<file path="src/rtl/hazard_forward_unit.sv">
// RAW hazard tracker: tags rd through EX/MEM/WB for ID/EX forwarding and load-use stall.
// Define HAZARD_STALL_CNT_EN to build the 32-bit load-use stall counter.
module hazard_forward_unit #(
    parameter int REG_AW = 5
) (
    input  logic              clk,
    input  logic              rst,
    input  logic              id_valid,
    input  logic [REG_AW-1:0] id_rs1,
    input  logic [REG_AW-1:0] id_rs2,
    input  logic [REG_AW-1:0] id_rd,
    input  logic              id_reg_write,
    input  logic              id_is_load,
    input  logic              flush,
    output logic              mux_Sel_RAW_ID_rs1,
    output logic              mux_Sel_RAW_ID_rs2,
    output logic [1:0]        fwd_a,
    output logic [1:0]        fwd_b,
    output logic              stall_id,
    output logic [31:0]       stall_count
);

    logic              ex_v_q, ex_v_d;
    logic [REG_AW-1:0] ex_rd_q, ex_rd_d;
    logic              ex_ld_q, ex_ld_d;
    logic [REG_AW-1:0] ex_rs1_q, ex_rs1_d;
    logic [REG_AW-1:0] ex_rs2_q, ex_rs2_d;
    logic              mem_v_q;
    logic [REG_AW-1:0] mem_rd_q;
    logic              mem_ld_q;
    logic              wb_v_q;
    logic [REG_AW-1:0] wb_rd_q;

    logic ex_prod;
    logic mem_prod;
    logic wb_prod;
    logic mem_a, mem_b;
    logic wb_a, wb_b;

    assign ex_prod  = ex_v_q  && (ex_rd_q  != '0);
    assign mem_prod = mem_v_q && (mem_rd_q != '0);
    assign wb_prod  = wb_v_q  && (wb_rd_q  != '0);

    assign stall_id = id_valid && !flush && ex_prod && ex_ld_q &&
                      ((ex_rd_q == id_rs1) || (ex_rd_q == id_rs2));

    assign mux_Sel_RAW_ID_rs1 = wb_prod && (wb_rd_q == id_rs1);
    assign mux_Sel_RAW_ID_rs2 = wb_prod && (wb_rd_q == id_rs2);

    // A load in MEM has no result yet, so it never feeds the EX/MEM path
    assign mem_a = mem_prod && !mem_ld_q && (mem_rd_q == ex_rs1_q);
    assign mem_b = mem_prod && !mem_ld_q && (mem_rd_q == ex_rs2_q);
    assign wb_a  = wb_prod && (wb_rd_q == ex_rs1_q);
    assign wb_b  = wb_prod && (wb_rd_q == ex_rs2_q);

    always_comb begin
        fwd_a = 2'b00;
        unique case (1'b1)
            mem_a:          fwd_a = 2'b10;
            (!mem_a && wb_a): fwd_a = 2'b01;
            default:        fwd_a = 2'b00;
        endcase
    end

    always_comb begin
        fwd_b = 2'b00;
        unique case (1'b1)
            mem_b:          fwd_b = 2'b10;
            (!mem_b && wb_b): fwd_b = 2'b01;
            default:        fwd_b = 2'b00;
        endcase
    end

    always_comb begin
        ex_v_d   = 1'b0;
        ex_rd_d  = ex_rd_q;
        ex_ld_d  = ex_ld_q;
        ex_rs1_d = ex_rs1_q;
        ex_rs2_d = ex_rs2_q;
        if (!(flush || stall_id)) begin
            ex_v_d   = id_valid && id_reg_write;
            ex_rd_d  = id_rd;
            ex_ld_d  = id_is_load;
            ex_rs1_d = id_rs1;
            ex_rs2_d = id_rs2;
        end
    end

    always_ff @(posedge clk) begin
        if (rst) begin
            ex_v_q   <= 1'b0;
            ex_rd_q  <= '0;
            ex_ld_q  <= 1'b0;
            ex_rs1_q <= '0;
            ex_rs2_q <= '0;
            mem_v_q  <= 1'b0;
            mem_rd_q <= '0;
            mem_ld_q <= 1'b0;
            wb_v_q   <= 1'b0;
            wb_rd_q  <= '0;
        end else begin
            ex_v_q   <= ex_v_d;
            ex_rd_q  <= ex_rd_d;
            ex_ld_q  <= ex_ld_d;
            ex_rs1_q <= ex_rs1_d;
            ex_rs2_q <= ex_rs2_d;
            mem_v_q  <= ex_v_q;
            mem_rd_q <= ex_rd_q;
            mem_ld_q <= ex_ld_q;
            wb_v_q   <= mem_v_q;
            wb_rd_q  <= mem_rd_q;
        end
    end

`ifdef HAZARD_STALL_CNT_EN
    logic [31:0] cnt_q, cnt_d;

    assign cnt_d = stall_id ? cnt_q + 32'd1 : cnt_q;

    always_ff @(posedge clk) begin
        if (rst) begin
            cnt_q <= 32'd0;
        end else begin
            cnt_q <= cnt_d;
        end
    end

    assign stall_count = cnt_q;
`else
    assign stall_count = 32'h0;
`endif

endmodule
</file>
<file path="config.mk">
export PLATFORM = sky130hd
export DESIGN_NAME = hazard_forward_unit
export DESIGN_NICKNAME = d
export VERILOG_FILES = /design/src/rtl/hazard_forward_unit.sv
export SDC_FILE = /design/constraint.sdc
export NUM_CORES = 1
export LEC_CHECK = 0
export CAP_MARGIN = 20
export CORE_ASPECT_RATIO = 1.1
export CORE_MARGIN = 1.5
export CORE_UTILIZATION = 45
export CTS_BUF_LIST = sky130_fd_sc_hd__clkbuf_8
export CTS_CLUSTER_DIAMETER = 60
export DETAILED_ROUTE_END_ITERATION = 10
export PLACE_DENSITY = 0.87
export RECOVER_POWER = 100
export SYNTH_ARGS = -nofsm -noshare
export SYNTH_HDL_FRONTEND = slang
export SYNTH_SLANG_ARGS = --single-unit
</file>
<file path="constraint.sdc">
create_clock -name clk -period 1.5 [get_ports clk]
set_input_delay 0.15 -clock clk [delete_from_list [all_inputs] [get_ports clk]]
set_output_delay 0.15 -clock clk [all_outputs]
set_load 0.05 [all_outputs]
</file>
==> run summary <==
* **status** finished with violations
* **violations in the final reports** negative setup slack
* **Finished Core Util** 69.4%
* **Cells after Synth** 257
* **minimum clock period** 2010 ps
* **class of the most critical hold timing path** input pin to register
* **critical path required time** 1350 ps
* **Ant. Diodes** 0
* **endpoints failing hold** 0
* **PortBufs** 27
* **dpl hpwl** 4160 µm
* **RSZ-0062 raised after global routing** yes
* **wire length of the first global-routing pass** 9560 µm
* **number of top-level design ports** 60
* **Post-layout nets** 341
* **clock slew seen by the registers of the worst setup and hold paths** 70 ps
* **Leak** 1.37 nW
* **maximum fanout along the worst path** 2
* **Design Area, Final** 3210 µm²
* **TritonCTS clock tree** done
* **nature of the critical path startpoint** register
* **Tot Pwr** 2.63 mW
* **GRT Overall Usage** 25.4%
* **Max Cap Viol** 0
* **placed cell area** 2890 µm²
* **Starting Density** 46.5%
* **worst-case clock skew** 8.28 ps
* **endpoint kind of the worst setup timing path** primary output
* **first-pass iteration count of the detailed router** 4
* **clock buffers created by TritonCTS** 5
* **total setup violations reported at the end of the flow** 24
* **number of vias in the routed layout** 1997
* **final weighted congestion in routability-driven placement** 0.958
* **y dimension of the die** 75.4 µm
* **clock sink count** 30
* **maximum resistive drop on vdd** 0.000671 V
* **clock tree root driver cell** sky130_fd_sc_hd__clkbuf_8
* **final critical-path setup slack** -509 ps
* **Die ar.** 5200 µm²
* **relative contribution of combinational cells to total power** 32.3%
* **final clock period utilization by the worst path** 134%
* **share of total power in sequential cells** 35.2%
* **clock buffer depth** 2
* **proportion of layout cells with a drive suffix above 1** 38.0%
* **proportion of power drawn by the clock network** 32.6%
* **internal power** 1.74 mW
* **latest clock arrival within the worst-skew pair** 290 ps
* **total power density per cell area** 821 nW/µm²
* **number of global-route vias before repair** 1948
* **share of the yosys chip area belonging to registers** 28.0%
* **drt wl/cell** 16.2 µm
* **mapped cell area** 2150 µm²
* **antenna violations before repair** 0
* **Achievable Freq** 498 MHz
* **Max Slew Vio Count** 0
* **worst hold margin** 323 ps
* **Synth cell types** 27
* **number of design rule violations left after detail routing** 0
* **Area growth, synth to finish** 49.3%
* **number of synthesized register bits** 30
* **floorplan die width** 68.9 µm
* **CP Data Arrival Time** 1860 ps
* **largest net degree at the start of global routing** 56
* **H-tree depth** 2
* **Cell Rows** 26
* **share of flip-flops with an asynchronous set or reset after synthesis** 0%
* **switching share of power** 33.9%
* **vias per cell** 5.30
* **most used flip-flop cell after synthesis** sky130_fd_sc_hd__dfxtp_1
* **overall overflow remaining after global route** 0
* **violation count after the first detailed-routing iteration** 89
* **Yosys warning count** 0
* **count of flip-flops with a built-in enable after synthesis** 0
* **net switching power of the design** 0.893 mW
* **Antenna Nets Post-Route** 0
* **worst setup timing slack at the placement stage** -354 ps
* **area of the core region** 4620 µm²
* **Avg Cell Area, Syn** 8.35 µm²
* **Critical Setup Path Class** register to primary output
* **total wirelength of the detailed-routed design** 6110 µm
## cell usage in the layout (no fill, tap or decap), types with 10 or more instances in the layout
master | netlist | routed
sky130_fd_sc_hd__buf_4 | 33 | 39
sky130_fd_sc_hd__conb_1 | 1 | 32
sky130_fd_sc_hd__nand2_1 | 30 | 29
sky130_fd_sc_hd__xor2_1 | 28 | 28
sky130_fd_sc_hd__clkdlybuf4s50_1 | 0 | 19
sky130_fd_sc_hd__nor3b_1 | 20 | 15
sky130_fd_sc_hd__a211o_1 | 15 | 15
sky130_fd_sc_hd__nor2b_1 | 14 | 14
sky130_fd_sc_hd__dfxtp_1 | 30 | 14
sky130_fd_sc_hd__dfxtp_2 | 0 | 14
sky130_fd_sc_hd__o21ai_1 | 2 | 10
sky130_fd_sc_hd__nor4b_2 | 0 | 10
## logic make-up (layout without fill, tap and decap cells)
group	count (synthesis)	after routing	synth area share [%]
AO/OA/AOI/OAI	36	36	12.3
AND/OR/NAND/NOR	96	96	26.7
other	1	32	0.175
XOR/XNOR	40	40	16.3
buffers and inverters	54	87	16.5
flip-flops	30	30	28.0
## registers in the layout, indices dropped and copies added (netlist names)
register / cells
ex_rs1_q: 5
mem_ld_q: 1
mem_rd_q: 5
ex_v_q: 1
wb_rd_q: 5
ex_rs2_q: 5
ex_rd_q: 5
wb_v_q: 1
ex_ld_q: 1
mem_v_q: 1
## worst paths after layout
| kind | from | endpoint | slack (ps) | depth (start not counted) |
|---|---|---|---|---|
| worst max-delay path | mem_rd_q[3] | fwd_a[0] | -510 | 5 |
| worst min-delay path | rst | mem_ld_q | 320 | 3 |
| worst max register to register | ex_rd_q[3] | ex_rs1_q[4] | -400 | 6 |
| worst min register to register | mem_v_q | wb_v_q | 460 | 1 |
## area by class of cell
class | count | area, µm²
Inverter | 1 | 3.75
Clock buffer | 6 | 82.6
Tap cell | 56 | 70.1
Clock inverter | 2 | 33.8
Timing Repair Buffer | 78 | 785
Multi-Input combinational cell | 204 | 1610
Fill cell | 336 | 1410
Sequential cell | 30 | 626
## power by group through the flow
| stage | clock network (mW) | registers (mW) | logic, mW |
|---|---|---|---|
| floorplan | 0 | 0.942 | 0.601 |
| global placement | 0 | 0.932 | 0.758 |
| detailed placement | 0 | 0.938 | 0.781 |
| CTS | 0.864 | 0.922 | 0.803 |
| global route | 0.904 | 0.932 | 0.900 |
| finish | 0.858 | 0.926 | 0.849 |
## cells in the mapped netlist (all sizes together) (2+ instances only)
cell type,n,area [µm²]
nor4b,10,87.6
or4,5,41.3
xnor2,12,105
nor3,2,10.0
a211o,15,131
nand3,4,20.0
nor2b,14,87.6
nor4,6,37.5
xor2,28,245
o21ai,17,85.1
nand2,30,113
dfxtp,30,601
buf,40,302
nor3b,20,150
nor2,4,15.0
clkbuf,13,48.8
## metrics by stage
| step | cells | setup TNS [ps] |
|---|---|---|
| 2_1_floorplan | 288 | -4330 |
| 3_3_place_gp | 362 | -6010 |
| 3_5_place_dp | 362 | -7060 |
| 4_1_cts | 376 | -8930 |
| 5_1_grt | 377 | -9800 |
| 6_report | 377 | -8510 |
## routing by layer
layer	wire length, µm	GRT usage (%)	vias up
li1	-	-	944
met1	2470	28.8	963
met2	3210	45.7	77
met3	285	5.47	13
met4	142	10.7	0
met5	0	0	-
## repair_timing
item                       in CTS  in global routing
pin swaps                       7                 14
setup buffers                   4                  4
setup endpoints to repair      24                 24
hold buffers                    0                  0
gates cloned                    2                  0
gates resized for setup        29                 16
## worst max-delay path: stages, from the launching register on
cell and delay [ps]:
sky130_fd_sc_hd__dfxtp_2 330, sky130_fd_sc_hd__or4_4 540, sky130_fd_sc_hd__o21ai_4 230, sky130_fd_sc_hd__nor4_4 90, sky130_fd_sc_hd__nor4_4 200, sky130_fd_sc_hd__buf_12 180
Note: power is estimated with default switching activity, not from simulation.
